### src/rtl/piso_serializer_pkg.sv
// +------------------------------------------------------------------+
// | piso_serializer_pkg: shared word size and serializer state codes  |
// | Rev 1.0                                                           |
// +------------------------------------------------------------------+
`default_nettype none

package piso_serializer_pkg;

  // Shared with the upstream parallel register so both agree on word size
  localparam int c_DEFAULT_WIDTH = 4;

  typedef enum logic [0:0] {
    ST_IDLE  = 1'b0,
    ST_SHIFT = 1'b1
  } state_t;

endpackage

`default_nettype wire

### src/rtl/piso_serializer_bit_counter.sv
// +------------------------------------------------------------------+
// | piso_serializer_bit_counter: mod-WIDTH up-counter with clear      |
// | Rev 1.0                                                           |
// +------------------------------------------------------------------+
`default_nettype none

module piso_serializer_bit_counter
  import piso_serializer_pkg::*;
#(
  parameter int WIDTH = c_DEFAULT_WIDTH,
  parameter int CW    = (WIDTH > 1) ? $clog2(WIDTH) : 1
) (
  input  logic          CLK,
  input  logic          RST,
  input  logic          clear,
  input  logic          enable,
  output logic [CW-1:0] cnt,
  output logic          last
);

  logic [CW-1:0] cnt_q;
  logic [CW-1:0] cnt_d;

  assign last = (cnt_q == CW'(WIDTH - 1));
  assign cnt  = cnt_q;

  // Clear wins over enable so a reload always restarts at bit 0
  always_comb begin
    cnt_d = cnt_q;
    if (clear) begin
      cnt_d = '0;
    end else if (enable) begin
      cnt_d = last ? '0 : cnt_q + CW'(1);
    end
  end

  always_ff @(posedge CLK) begin
    if (RST) begin
      cnt_q <= '0;
    end else begin
      cnt_q <= cnt_d;
    end
  end

endmodule

`default_nettype wire

### src/rtl/piso_serializer.sv
// +------------------------------------------------------------------+
// | piso_serializer: parallel-in serial-out with load handshake,     |
// | pause and registered frame markers. Rev 1.0                       |
// +------------------------------------------------------------------+
`default_nettype none

module piso_serializer
  import piso_serializer_pkg::*;
#(
  parameter int WIDTH     = c_DEFAULT_WIDTH,
  parameter bit MSB_FIRST = 1'b1
) (
  input  logic             CLK,
  input  logic             RST,
  input  logic [WIDTH-1:0] DIN,
  input  logic             LOAD_VALID,
  output logic             LOAD_READY,
  input  logic             PAUSE,
  output logic             SOUT,
  output logic             SOUT_VALID,
  output logic             FRAME_START,
  output logic             FRAME_END,
  output logic             BUSY
);

  localparam int CW = (WIDTH > 1) ? $clog2(WIDTH) : 1;

  state_t           state_q, state_d;
  logic [WIDTH-1:0] shreg_q, shreg_d;
  logic [CW-1:0]    w_cnt;
  logic             w_last;
  logic             w_busy;
  logic             w_accept;
  logic             w_bit;
  logic             sout_q, busy_q, fstart_q, fend_q;

  assign w_busy     = (state_q == ST_SHIFT);
  assign LOAD_READY = !PAUSE && ((state_q == ST_IDLE) || (w_busy && w_last));
  assign w_accept   = LOAD_VALID && LOAD_READY;

  piso_serializer_bit_counter #(
    .WIDTH (WIDTH),
    .CW    (CW)
  ) u_bit_counter (
    .CLK    (CLK),
    .RST    (RST),
    .clear  (w_accept),
    .enable (w_busy && !PAUSE),
    .cnt    (w_cnt),
    .last   (w_last)
  );

  generate
    if (MSB_FIRST) begin : g_msb_first
      assign w_bit = shreg_q[WIDTH-1];
    end else begin : g_lsb_first
      assign w_bit = shreg_q[0];
    end
  endgenerate

  always_comb begin
    state_d = state_q;
    shreg_d = shreg_q;
    if (w_accept) begin
      state_d = ST_SHIFT;
      shreg_d = DIN;
    end else if (w_busy && !PAUSE) begin
      if (w_last) begin
        state_d = ST_IDLE;
      end else if (MSB_FIRST) begin
        shreg_d = {shreg_q[WIDTH-2:0], 1'b0};
      end else begin
        shreg_d = {1'b0, shreg_q[WIDTH-1:1]};
      end
    end
  end

  // Outputs are registered one edge behind the shifter so every flag lines up with SOUT
  always_ff @(posedge CLK) begin
    if (RST) begin
      state_q  <= ST_IDLE;
      shreg_q  <= '0;
      sout_q   <= 1'b0;
      busy_q   <= 1'b0;
      fstart_q <= 1'b0;
      fend_q   <= 1'b0;
    end else if (!PAUSE) begin
      state_q  <= state_d;
      shreg_q  <= shreg_d;
      sout_q   <= w_busy && w_bit;
      busy_q   <= w_busy;
      fstart_q <= w_busy && (w_cnt == '0);
      fend_q   <= w_busy && w_last;
    end
  end

  assign SOUT        = sout_q;
  assign SOUT_VALID  = busy_q;
  assign BUSY        = busy_q;
  assign FRAME_START = fstart_q;
  assign FRAME_END   = fend_q;

endmodule

`default_nettype wire
### config.mk
export PLATFORM = sky130hd
export DESIGN_NAME = piso_serializer
export DESIGN_NICKNAME = d
export VERILOG_FILES = /design/src/rtl/piso_serializer_pkg.sv /design/src/rtl/piso_serializer_bit_counter.sv /design/src/rtl/piso_serializer.sv
export SDC_FILE = /design/constraint.sdc
export NUM_CORES = 1
export LEC_CHECK = 0
export BUFFER_PORTS_ARGS = -buffer_cell sky130_fd_sc_hd__buf_2
export CAP_MARGIN = 10
export CORE_AREA = 2 2 39 41
export DETAILED_ROUTE_END_ITERATION = 16
export DIE_AREA = 0 0 41 43
export GPL_ROUTABILITY_DRIVEN = 0
export PLACE_DENSITY = 0.59
export SKIP_LAST_GASP = 1
export SYNTH_ARGS = -nofsm -noshare
export SYNTH_HDL_FRONTEND = slang
export SYNTH_HIERARCHICAL = 1
export SYNTH_SLANG_ARGS = --single-unit
### constraint.sdc
create_clock -name CLK -period 2.35 [get_ports CLK]
set_input_delay 0.1175 -clock CLK [delete_from_list [all_inputs] [get_ports CLK]]
set_output_delay 0.1175 -clock CLK [all_outputs]
set_load 0.02 [all_outputs]
==> results of run 1 <==
-- worst register-to-register path, stage by stage (launching register included) --
cell,delay [ns]
dfxtp_1,0.37
ha_1,0.24
nand2b_1,0.23
nor3_1,0.07
a2111oi_1,0.37
-- worst max path at each step --
stage | from | to | cells past startpoint | slack (ns)
floorplan | u_bit_counter/cnt[0]$_SDFFE_PP0P_ | shreg_q[3]$_SDFFE_PP0P_ | 4 | 1.08
global placement | u_bit_counter/cnt[0]$_SDFFE_PP0P_ | shreg_q[2]$_SDFFE_PP0P_ | 4 | 1.03
detailed placement | u_bit_counter/cnt[0]$_SDFFE_PP0P_ | shreg_q[1]$_SDFFE_PP0P_ | 4 | 0.99
CTS | u_bit_counter/cnt[0]$_SDFFE_PP0P_ | LOAD_READY | 4 | 0.81
global route | u_bit_counter/cnt[0]$_SDFFE_PP0P_ | LOAD_READY | 4 | 0.72
finish | u_bit_counter/cnt[0]$_SDFFE_PP0P_ | LOAD_READY | 4 | 0.83
-- layout by cell type, fill, tap and decap left out, drive strengths merged --
| cell | synthesis | final |
|---|---|---|
| a2111oi | 3 | 3 |
| a211oi | 1 | 1 |
| a21oi | 2 | 2 |
| a22oi | 3 | 3 |
| a32o | 1 | 1 |
| and2b | 1 | 1 |
| buf | 2 | 13 |
| clkbuf | 1 | 4 |
| dfxtp | 11 | 11 |
| ha | 1 | 1 |
| inv | 3 | 3 |
| mux2i | 1 | 1 |
| nand2b | 3 | 3 |
| nor2 | 7 | 7 |
| nor2b | 4 | 4 |
| nor3 | 5 | 5 |
| o21ai | 1 | 1 |
| o21bai | 1 | 1 |
| o22ai | 2 | 2 |
| or3b | 1 | 1 |
-- through the flow --
step	util	hold WS [ns]
floorplan	-	0.1821
global placement	0.4195	0.3754
detailed placement	0.4195	0.3697
CTS	0.4385	0.08807
global route	0.4385	0.07092
finish	0.4385	0.09586
-- cells by family (layout without fill, tap and decap cells) --
family                   Yosys count  after routing  share of synthesized area
multiplexers                       1              1                    0.01947
AND/OR/NAND/NOR                   21             21                     0.2384
buffers and inverters              6             20                    0.05838
AO/OA/AOI/OAI                     14             14                     0.2311
flip-flops                        11             11                     0.4282
adder cells (fa/ha/maj)            1              1                    0.02433
-- cell type report --
| type | instances | area share |
|---|---|---|
| inverter | 3 | 0.01856 |
| tap | 16 | 0.03299 |
| clock buffer | 4 | 0.04330 |
| timing repair buffer | 13 | 0.1072 |
| sequential | 11 | 0.3629 |
| multi-input combinational | 37 | 0.4351 |
-- routing by layer --
metal  vias to the layer above  routed length (um)  track usage
li1                        223                   -            -
met1                       190                 497       0.1883
met2                         9                 449       0.1875
met3                         0                  47      0.09424
met4                         0                   0      0.06000
met5                         -                   0            0
-- sequential cells by signal (all words and copies together), names as in the netlist --
register	cells
shreg_q	4
u_bit_counter/cnt	2
BUSY	1
FRAME_END	1
FRAME_START	1
SOUT	1
state_q	1
-- report_power, final --
group | switching, W | internal [W] | total (W)
clock | 0.0000628 | 0.0000656 | 0.000128
combinational | 0.0000295 | 0.0000226 | 0.0000520
sequential | 0.00000535 | 0.000195 | 0.000200
==> results.json, run 1 <==
{
  "place_area_um2": 580.6,
  "startpoint_type": "register",
  "fin_skew_ns": 0.001414,
  "ys_ff_latch": 11,
  "r2r-start": "u_bit_counter/cnt[0]$_SDFFE_PP0P_",
  "period_minus_slack_ns": 1.523,
  "drt_iter0_drc": 2,
  "cts_made_buffers": 3,
  "endpoint_kind": "output port",
  "io_buffer_count": 13,
  "cts.sinks": 11,
  "worstPathArrival_ns": 1.41,
  "place_inst": 80,
  "cp_max_fo": 5,
  "die_height_um": 43,
  "r2r_slack_ns": 0.96,
  "grt_pass1_wl_um": 1642,
  "ys_seq_area_frac": 0.4282,
  "leakagePower_nw": 0.2508,
  "htree_levels": 1,
  "synth_top_cell_by_area": "dfxtp_1",
  "clock.fmax_ghz": 0.6568,
  "finalSetupTns_ns": 0,
  "antenna_found_initial": 0,
  "fp.dieArea_mm2": 0.001763,
  "cts_tree": "done",
  "insertion_delay_ns": 0.26,
  "hp-start": "DIN[0]",
  "postSynthAreaPerCell_um2": 9.523,
  "r2r_cells": 4,
  "syn_nets": 63,
  "cp_num_buf_inv": 1,
  "synthTopCellsByCount": "dfxtp_1 (11), nor2_1 (7), nor3_1 (5)",
  "period_share": 0.6479,
  "ios": 14,
  "synth-edff-count": 0,
  "slew_viol_final": 0,
  "worst_slack_ns": 0.8274,
  "firstDrtPassIters": 4,
  "setup_viol": 0,
  "synth.cell_area_um2": 514.2,
  "status": "finished clean",
  "synth.distinct_cells": 23,
  "r2r_end": "shreg_q[2]$_SDFFE_PP0P_",
  "cts-hold-fix-buffers": 0,
  "fin_area_um2": 606.8,
  "layout-drive-gt1-share": 0.3235,
  "n_fill_cell": 138,
  "power.density_mw_per_mm2": 627.0,
  "start_util": 0.3716,
  "ys_async_sr_fraction": 0,
  "fin_cells": 84,
  "rows": 14,
  "grt_pass1_vias": 381,
  "preCtsSetupSlack_ns": 0.9876,
  "drv_cap": 0,
  "synth_flop_cell": "dfxtp_1",
  "vias": 422,
  "min_path_cells": 2,
  "hp-class": "in -> reg",
  "vias_per_cell": 5.024,
  "seq_area_um2": 220.2,
  "root_buffer": "clkbuf_4",
  "wl_um": 994,
  "crit_slowest_cell": "dfxtp_1",
  "slew_headroom": 0.7822,
  "synth_top_cell_area_share": 0.4282,
  "ant_nets": 0,
  "yosys_warnings": 6,
  "grtUsageTotal": 0.1460,
  "grt_max_degree": 15,
  "p_total_w": 0.0003805,
  "worst_path_largest_cell_delay_ns": 0.37,
  "syn_inst": 54,
  "crit_type": "reg -> out",
  "clkTransAtPathRegs_ns": 0.07,
  "die_w_um": 41,
  "cpLargestDelayFamily": "flip-flops",
  "postCtsSetupRepairBufs": 0,
  "cts_resized": 0,
  "yosysMostFrequentCell": "dfxtp_1",
  "drc": 0,
  "grt_overflow": 0,
  "rsz0062_at_grt": "false",
  "area_growth_pct": 18.00,
  "finalHoldViolCount": 0,
  "path_cells": "ha_1 -> and2b_2 -> nor2_1 -> buf_2",
  "hold_end": "shreg_q[0]$_SDFFE_PP0P_",
  "multi_input_area_um2": 264.0,
  "diodes": 0,
  "yosys-top-cells-area": "dfxtp_1 (43%), nor2_1 (5.1%), nor3_1 (4.9%)",
  "cp.required_ns": 2.23,
  "coreArea_mm2": 0.001384,
  "nets": 78,
  "irDropWorstVdd_mv": 0.2472,
  "worst-slew-pin-transition_ns": 0.3259,
  "routedWlPerCell_um": 11.83,
  "cts.path.max_buffers": 2
}
Note: power is estimated with default switching activity, not from simulation.
==> run 2: changes to the inputs <==
clock period = 1.6 ns   (was 2.35 ns; I/O delays follow)
==> run 2 against run 1 <==
Compared with the run above:
- cell count up 1.2%
- global-route usage down 0.27 points
- total power up 48%
- routed wire length down 0.40%
- first-iteration DRC count rose to 4.0 times the previous value
- count of clock-buffer cells in the layout unchanged
- combinational power up 52%
- non-clock buffer count up 1
- cell area up 1.2%
- critical path type unchanged
- critical endpoint unchanged
- largest cell class unchanged
- largest power group unchanged
==> results.json, run 2 (synthesized netlist as in run 1, its figures left out) <==
{
  "min_path_cells": 2,
  "coreArea_mm2": 0.001384,
  "worstPathArrival_ns": 1.39,
  "cts_resized": 0,
  "crit_type": "reg -> out",
  "ios": 14,
  "layout_common_cells": "buf_2 (13), dfxtp_1 (11), nor2_1 (7)",
  "diodes": 0,
  "slew_viol_final": 0,
  "cts.sinks": 11,
  "rsz0062_at_grt": "false",
  "hpwlAfterDp_um": 706.4,
  "crit_slowest_cell": "dfxtp_1",
  "seqPwrFrac": 0.523,
  "die_w_um": 41,
  "routedWlPerCell_um": 11.65,
  "htree_levels": 1,
  "grtUsageTotal": 0.1433,
  "clkTransAtPathRegs_ns": 0.07,
  "rows": 14,
  "worst_slack_ns": 0.1282,
  "vias_per_cell": 4.976,
  "endpoint_kind": "output port",
  "ant_nets": 0,
  "hold_end": "shreg_q[0]$_SDFFE_PP0P_",
  "antenna_found_initial": 0,
  "drv_cap": 0,
  "r2r_slack_ns": 0.24,
  "preCtsSetupSlack_ns": 0.2509,
  "hp-class": "in -> reg",
  "area_growth_pct": 19.46,
  "cts-hold-fix-buffers": 0,
  "r2r_cells": 4,
  "setup_viol": 0,
  "start_util": 0.3716,
  "pwr-share-comb": 0.140,
  "cts.path.max_buffers": 2,
  "drt_iter0_drc": 8,
  "r2r_end": "shreg_q[1]$_SDFFE_PP0P_",
  "insertion_delay_ns": 0.27,
  "layout-drive-gt1-share": 0.3333,
  "hp-start": "DIN[0]",
  "status": "finished clean",
  "cts_made_buffers": 3,
  "irDropWorstVdd_mv": 0.3298,
  "firstDrtPassIters": 2,
  "wl_um": 990,
  "grt_max_degree": 15,
  "switching_share": 0.2584,
  "power.density_mw_per_mm2": 915.0,
  "p_total_w": 0.0005621,
  "io_buffer_count": 13,
  "p_int_w": 0.0004169,
  "vias": 423,
  "switchingPower_w": 0.0001452,
  "postCtsSetupRepairBufs": 0,
  "period_share": 0.9199,
  "fp.dieArea_mm2": 0.001763,
  "finalHoldViolCount": 0,
  "worst_path_largest_cell_delay_ns": 0.37,
  "leakagePower_nw": 0.2561,
  "cpLargestDelayFamily": "flip-flops",
  "grt_overflow": 0,
  "period_minus_slack_ns": 1.472,
  "path_cells": "ha_1 -> and2b_2 -> nor2_1 -> buf_2",
  "drc": 0,
  "finalSetupTns_ns": 0,
  "whs_ns": 0.07301,
  "layout_commonest_cell": "buf_2",
  "fin_skew_ns": 0.001181,
  "cp_num_buf_inv": 1,
  "cts_tree": "done",
  "clock.fmax_ghz": 0.6794,
  "nets": 79,
  "cp_max_fo": 5,
  "p_clk_frac": 0.336,
  "slew_headroom": 0.7830,
  "die_height_um": 43,
  "root_buffer": "clkbuf_4",
  "grt_pass1_vias": 403,
  "largest_reg_flops": 4,
  "r2r-start": "u_bit_counter/cnt[0]$_SDFFE_PP0P_",
  "top_register": "shreg_q",
  "startpoint_type": "register",
  "grt_pass1_wl_um": 1662,
  "worst-slew-pin-transition_ns": 0.3246,
  "cp.required_ns": 1.52
}
==> run 2: layout make-up <==
| cell class | instances | area [um^2] |
|---|---|---|
| clock buffers | 4 | 26.28 |
| fillers | 130 | 769.5 |
| inverters | 3 | 11.26 |
| multi-input cells | 37 | 264.0 |
| flip-flops and latches | 11 | 220.2 |
| well taps | 16 | 20.02 |
| repair buffers | 14 | 72.57 |
==> run 2: metal layers <==
| metal | track usage | routed length (um) |
|---|---|---|
| met1 | 0.1830 | 488 |
| met2 | 0.1938 | 460 |
| met3 | 0.04712 | 27 |
| met4 | 0.1000 | 12 |
| met5 | 0 | 0 |
==> run 2: how the worst max path moves through the flow <==
stage,start,end,cells past startpoint
floorplan,u_bit_counter/cnt[0]$_SDFFE_PP0P_,shreg_q[3]$_SDFFE_PP0P_,4
global placement,u_bit_counter/cnt[0]$_SDFFE_PP0P_,shreg_q[2]$_SDFFE_PP0P_,4
detailed placement,u_bit_counter/cnt[0]$_SDFFE_PP0P_,shreg_q[3]$_SDFFE_PP0P_,4
CTS,u_bit_counter/cnt[0]$_SDFFE_PP0P_,LOAD_READY,4
global route,u_bit_counter/cnt[0]$_SDFFE_PP0P_,LOAD_READY,4
finish,u_bit_counter/cnt[0]$_SDFFE_PP0P_,LOAD_READY,4
==> run 2: metrics by stage <==
| stage | area (um^2) | cells | utilization |
|---|---|---|---|
| final | 614.3 | 85 | 0.4439 |
| after detailed placement | 588.1 | 81 | 0.4250 |
| after global routing | 614.3 | 85 | 0.4439 |
| after CTS | 614.3 | 85 | 0.4439 |
| after floorplan | 514.2 | 54 | - |
| after global placement | 588.1 | 81 | 0.4250 |
==> run 2: power by group through the flow <==
stage / Clock, W / Sequential, W / Combinational [W]
floorplan: 0 / 0.000301 / 0.0000528
global placement: 0 / 0.000300 / 0.0000781
detailed placement: 0 / 0.000300 / 0.0000784
CTS: 0.000198 / 0.000294 / 0.0000794
global route: 0.000210 / 0.000296 / 0.0000864
finish: 0.000189 / 0.000294 / 0.0000788
